### src/rtl/serial_adder.sv
// Bit-serial ripple adder: one full-add per clock, LSB first.
// Result, carry-out and signed overflow appear with a one-cycle done pulse.
module serial_adder #(
    parameter int WIDTH = 8
) (
    input  logic             clk,
    input  logic             rst_n,
    input  logic             start,
    input  logic [WIDTH-1:0] a,
    input  logic [WIDTH-1:0] b,
    input  logic             c_in,
    output logic             busy,
    output logic             done,
    output logic [WIDTH-1:0] sum,
    output logic             c_out,
    output logic             overflow
);

    localparam int CW = (WIDTH > 2) ? $clog2(WIDTH) : 1;
    localparam logic [CW-1:0] LAST = CW'(WIDTH - 1);

    typedef enum logic [1:0] {
        IDLE,
        RUN,
        DONE
    } state_t;

    state_t state;
    state_t state_nx;

    logic [WIDTH-1:0] a_sh;
    logic [WIDTH-1:0] b_sh;
    logic             carry;
    logic [CW-1:0]    cnt;

    logic bit_sum;
    logic carry_nx;
    logic last;
    logic accept;

    assign bit_sum  = a_sh[0] ^ b_sh[0] ^ carry;
    assign carry_nx = (a_sh[0] & b_sh[0]) | (carry & (a_sh[0] ^ b_sh[0]));
    assign last     = (cnt == LAST);
    assign accept   = (state == IDLE) && start;

    always_ff @(posedge clk or negedge rst_n) begin
        if (!rst_n) begin
            state <= IDLE;
        end else begin
            state <= state_nx;
        end
    end

    always_comb begin
        state_nx = state;
        unique case (state)
            IDLE: begin
                if (start) begin
                    state_nx = RUN;
                end
            end
            RUN: begin
                if (last) begin
                    state_nx = DONE;
                end
            end
            DONE: begin
                state_nx = IDLE;
            end
            default: begin
                state_nx = IDLE;
            end
        endcase
    end

    // Status flags are registered copies of the next state, so they
    // track the state register exactly without decode glitches.
    always_ff @(posedge clk or negedge rst_n) begin
        if (!rst_n) begin
            busy <= 1'b0;
            done <= 1'b0;
        end else begin
            busy <= (state_nx == RUN);
            done <= (state_nx == DONE);
        end
    end

    always_ff @(posedge clk or negedge rst_n) begin
        if (!rst_n) begin
            a_sh  <= '0;
            b_sh  <= '0;
            carry <= 1'b0;
            cnt   <= '0;
        end else if (accept) begin
            a_sh  <= a;
            b_sh  <= b;
            carry <= c_in;
            cnt   <= '0;
        end else if (state == RUN) begin
            a_sh  <= a_sh >> 1;
            b_sh  <= b_sh >> 1;
            carry <= carry_nx;
            cnt   <= last ? '0 : cnt + 1'b1;
        end
    end

    // Sum shifts in from the top so the LSB lands at bit 0 after
    // WIDTH steps; the old result stays visible until the first step.
    always_ff @(posedge clk or negedge rst_n) begin
        if (!rst_n) begin
            sum      <= '0;
            c_out    <= 1'b0;
            overflow <= 1'b0;
        end else if (state == RUN) begin
            sum <= {bit_sum, sum[WIDTH-1:1]};
            if (last) begin
                c_out    <= carry_nx;
                overflow <= carry ^ carry_nx;
            end
        end
    end

endmodule

### config.mk
export PLATFORM = sky130hd
export DESIGN_NAME = serial_adder
export DESIGN_NICKNAME = d
export VERILOG_FILES = /design/src/rtl/serial_adder.sv
export SDC_FILE = /design/constraint.sdc
export NUM_CORES = 1
export LEC_CHECK = 0
export BUFFER_PORTS_ARGS = -buffer_cell sky130_fd_sc_hd__buf_2
export CAP_MARGIN = 0
export CORE_MARGIN = 3
export CORE_UTILIZATION = 53
export CTS_CLUSTER_DIAMETER = 150
export DETAILED_ROUTE_END_ITERATION = 8
export GPL_TIMING_DRIVEN = 0
export PLACE_DENSITY = 0.86
export SYNTH_ARGS = -nofsm -noshare
export SYNTH_HDL_FRONTEND = slang
export SYNTH_SLANG_ARGS = --single-unit
### constraint.sdc
create_clock -name clk -period 1.5 [get_ports clk]
set_input_delay 0.3 -clock clk [delete_from_list [all_inputs] [get_ports clk]]
set_output_delay 0.3 -clock clk [all_outputs]
set_load 0.02 [all_outputs]
== Yosys cells after proc, flatten, opt, wreduce, memory -nomap -nowiden ==
Index checks and enable logic that the tools add are counted.
Storage, ports and cells
  logic and storage cells: 37
  register bits after elaboration: 34
  output and inout port bits: 12
Cells by class
  muxes and demuxes: 12
  $add $sub $neg: 1
  reduce and logical (&&, ||, !) cells: 4
  bitwise gates (word level): 6
  equal/unequal tests: 4
Operators by type and width (count)
  $mux 8: 4
  $mux 3: 3
  $eq 2x1->1 const B: 2
  $mux 2: 2
  $pmux 2 s2: 1
  $add 3x1->3 const B: 1
  $eq 3x3->1 const B: 1
  $xor 1x1->1: 3
  $and 1x1->1: 2
  $eq 2x2->1 const B: 1
  $logic_not 2->1: 1
  $mux 1: 2
  $reduce_and 2->1: 1
  $reduce_bool 2->1: 1
  $logic_and 1x1->1: 1
  $or 1x1->1: 1

== Longest topological paths before layout ==
  depth in word-level cells: 5
  depth in mapped cells: 5

== Worst setup path after synthesis ==
No wires, ideal clock.
  path kind: reg2reg
  start point: register cnt[0]
  end point: register c_out
  path buffers: 0
  library setup time: 0.125 ns
  slack: 0.131 ns
  arrival time: 1.244 ns
  stages on the path, launching flop included: 6
  cells stage by stage: dfrtp_1 ha_1 ha_1 inv_1 nor2_4 mux2_4
Between the ends
  word-level cells in the longest chain between the ends: 2
RTL lines
  start, declared: line 34  | logic [CW-1:0] cnt;
  start signal, assigned: line 103  | cnt <= last ? '0 : cnt + 1'b1;
  $eq 3x3->1: line 43  | assign last = (cnt == LAST);
  $reduce_and 2->1 (no line)
  end signal, assigned: line 117  | c_out <= carry_nx;
  end, declared: line 15  | output logic c_out,
Every way passes these cells.
A chain may end at the register's enable or synchronous reset.

== Final worst setup path ==
Same ends and word-level chain as after synthesis.

==> results.py <==
metrics = {
    "critical_path": {
        "crit_arrival_ns": 1.65,
        "cp-end-kind": "flip-flop",
        "r2r_end": "c_out$_DFFE_PN0P_",
        "r2r_cells": 5,
        "path_cells": "ha_1 > ha_2 > inv_1 > nor2_4 > mux2_4",
        "rrSetupSlack_ns": 0.1,
        "rr_startpoint": "cnt[0]$_DFFE_PN0P_",
        "cpPeakStageDelay_ns": 0.40,
        "start_kind": "flip-flop",
        "path_max_fanout": 5,
        "crit_type": "flip-flop to flip-flop",
        "cp_slowest_cell": "dfrtp_1",
        "cp_top_family": "adder cells",
        "worst_ep_required_time_ns": 1.75,
        "path_buf_inv": 1,
    },
    "synthesis": {
        "synth_top_area_share_pct": 56.71,
        "yosysSeqAreaShare_pct": 56.71,
        "netlist_area_sq_um": 1500,
        "synth_seq_cells": 34,
        "synth_flop_cell": "dfrtp_1",
        "synth_common_cells": "34 x dfrtp_1, 27 x nand2_1, 17 x nor2_1",
        "synth.distinct_cells": 24,
        "yosysWarnings": 0,
        "synthMostInstantiatedCell": "dfrtp_1",
        "synth.largest_area_cell": "dfrtp_1",
        "synth-edff-count": 0,
        "yosys-top-cells-area": "dfrtp_1 57%, o32ai_1 8.8%, nand2_1 6.8%",
        "syn_avg_cell_area_sq_um": 10.49,
        "synthCells": 143,
        "synth_nets": 166,
        "async_reset_ff_share_pct": 100.0,
    },
    "sta": {
        "min_period_ns": 1.403,
        "worst_pin_slew_ns": 0.7284,
        "clock.fmax_mhz": 712.8,
        "finalHoldViolCount": 0,
        "fin_crit_sh_pct": 93.52,
        "fin_setup_tns_ns": 0,
        "skew_ns": 0.01299,
        "finalSetupViolCount": 0,
        "slew-limit-headroom_pct": 51.44,
        "layout_setup_ws_ns": 0.09718,
        "slew_violations": 0,
        "rsz0062_at_grt": "no",
    },
    "worst_hold_path": {
        "hold_class": "primary input to async pin",
    },
    "global_routing": {
        "grt_overflow_total": 0,
        "grt_pass1_vias": 1198,
        "track_usage_pct": 21.92,
        "antenna_found_initial": 0,
        "grt_pass1_wl_mm": 5.747,
        "grt_max_degree": 35,
    },
    "route": {
        "firstDrtPassIters": 4,
        "ant_nets": 0,
        "vias": 1268,
        "drtIter0Drc": 70,
        "wl_mm": 3.265,
        "drc": 0,
        "wl_per_cell_microns": 15.33,
        "vias_per_cell": 5.953,
    },
    "clock_tree": {
        "ctsHoldBuffers": 0,
        "clock_path_buffers": 2,
        "h-tree-depth": 2,
        "clk_pin_slew_ns": 0.11,
        "cts_tree": "built",
        "numCtsBuffers": 5,
        "cts.sink_count": 34,
        "cts_root_buf": "clkbuf_4",
        "clk_latency_ns": 0.35,
    },
    "placed_design": {
        "pre_cts_ws_ns": 0.02360,
        "numPortBuffers": 31,
        "dp_hpwl_mm": 2.350,
        "dp_cells": 204,
        "place.gp.congestion": 0.7814,
    },
    "outcome": {
        "status": "completed",
    },
    "power": {
        "p_per_area_nw_per_um2": 2213,
        "total_power_mw": 3.941,
        "peakVddDrop_mv": 1.368,
        "p_leak_nw": 0.8528,
    },
    "floorplanning": {
        "core_sq_um": 2590,
        "initial_utilization_pct": 57.92,
        "chipHeight_microns": 59.20,
        "row_count": 18,
        "ios": 32,
        "die_area_sq_um": 3505,
        "die_w_microns": 59.20,
    },
    "finish": {
        "final_cells": 213,
        "nets": 205,
        "insertedDiodeCount": 0,
        "synthToLayoutAreaGrowth_pct": 18.68,
        "drive_above_1_share_pct": 28.42,
        "fin_util_pct": 68.74,
    },
    "job": {
        "maxCapViolCount": 0,
    },
}
-- stage by stage --
step	area, sq um	hold WS (ns)
6_report	1780	0.003555
5_1_grt	1780	0.05520
4_1_cts	1770	0.02099
3_5_place_dp	1693	0.4025
3_3_place_gp	1693	0.3934
2_1_floorplan	1500	0.004409
-- cells by family after synthesis --
group	share of synthesized area, %
DFF	56.71
xor gates and xnor gates	0.5839
AOI/OAI and AO/OA	19.43
adders and majority gates	3.002
buffers and inverters	5.087
and+or+nand+nor	14.18
muxes	1.001
-- how the worst max path moves through the flow --
stage                       start             endpoint  slack [ns]  cells past startpoint
2_1_floorplan  cnt[0]$_DFFE_PN0P_    c_out$_DFFE_PN0P_        0.13                      5
3_3_place_gp   cnt[0]$_DFFE_PN0P_    c_out$_DFFE_PN0P_        0.06                      5
3_5_place_dp   cnt[0]$_DFFE_PN0P_    c_out$_DFFE_PN0P_        0.02                      5
4_1_cts        cnt[0]$_DFFE_PN0P_    c_out$_DFFE_PN0P_        0.02                      5
5_1_grt        state[1]$_DFF_PN0_  a_sh[0]$_DFFE_PN0P_       0.006                      4
6_report       cnt[0]$_DFFE_PN0P_    c_out$_DFFE_PN0P_         0.1                      5
-- power breakdown --
group / internal [mW] / switching [mW] / total, mW
sequential: 1.33 / 0.321 / 1.65
combinational: 0.688 / 0.939 / 1.63
clock: 0.345 / 0.315 / 0.660
total: 2.37 / 1.57 / 3.94
-- state kept, by name, summed over array words and instances, names as in the netlist --
name / count
cnt: 3
a_sh: 8
overflow: 1
c_out: 1
state: 2
done: 1
sum: 8
busy: 1
b_sh: 8
carry: 1
-- routing by layer --
layer  up-vias  track usage [%]  part of all wire [%]
li1        596                -                     -
met1       617            31.37                    43
met2        51            33.07                    49
met3         4            6.536                   6.4
met4         0            4.854                   1.3
met5         -                0                     0
-- layout make-up --
class | count | area [sq um]
inverters | 2 | 7.507
well taps | 30 | 37.54
fillers | 194 | 809.5
flip-flops and latches | 34 | 850.8
repair buffers | 32 | 162.7
plain buffers | 10 | 68.82
multi-input cells | 97 | 575.6
clock inverters | 3 | 40.04
clock buffers | 5 | 37.54
-- cells in the final DEF (no fill, tap or decap), drive strengths merged --
cell type,instances
o22ai,15
fa,1
a21o,1
nand2,27
o21ai,4
nor2b,2
dfrtp,34
a22o,1
or2,1
o32ai,15
xnor2,1
buf,41
bufinv,1
nor2,18
mux2,1
nand2b,2
a32o,1
ha,2
inv,2
clkinv,2
nor3,1
clkbuf,6
a21oi,4
-- timing repair --
action	in CTS	in global routing
hold endpoints to repair	0	0
buffers inserted	0	1
resized for setup	0	1
setup endpoints to repair	0	1
Note: power is estimated with default switching activity, not from simulation.
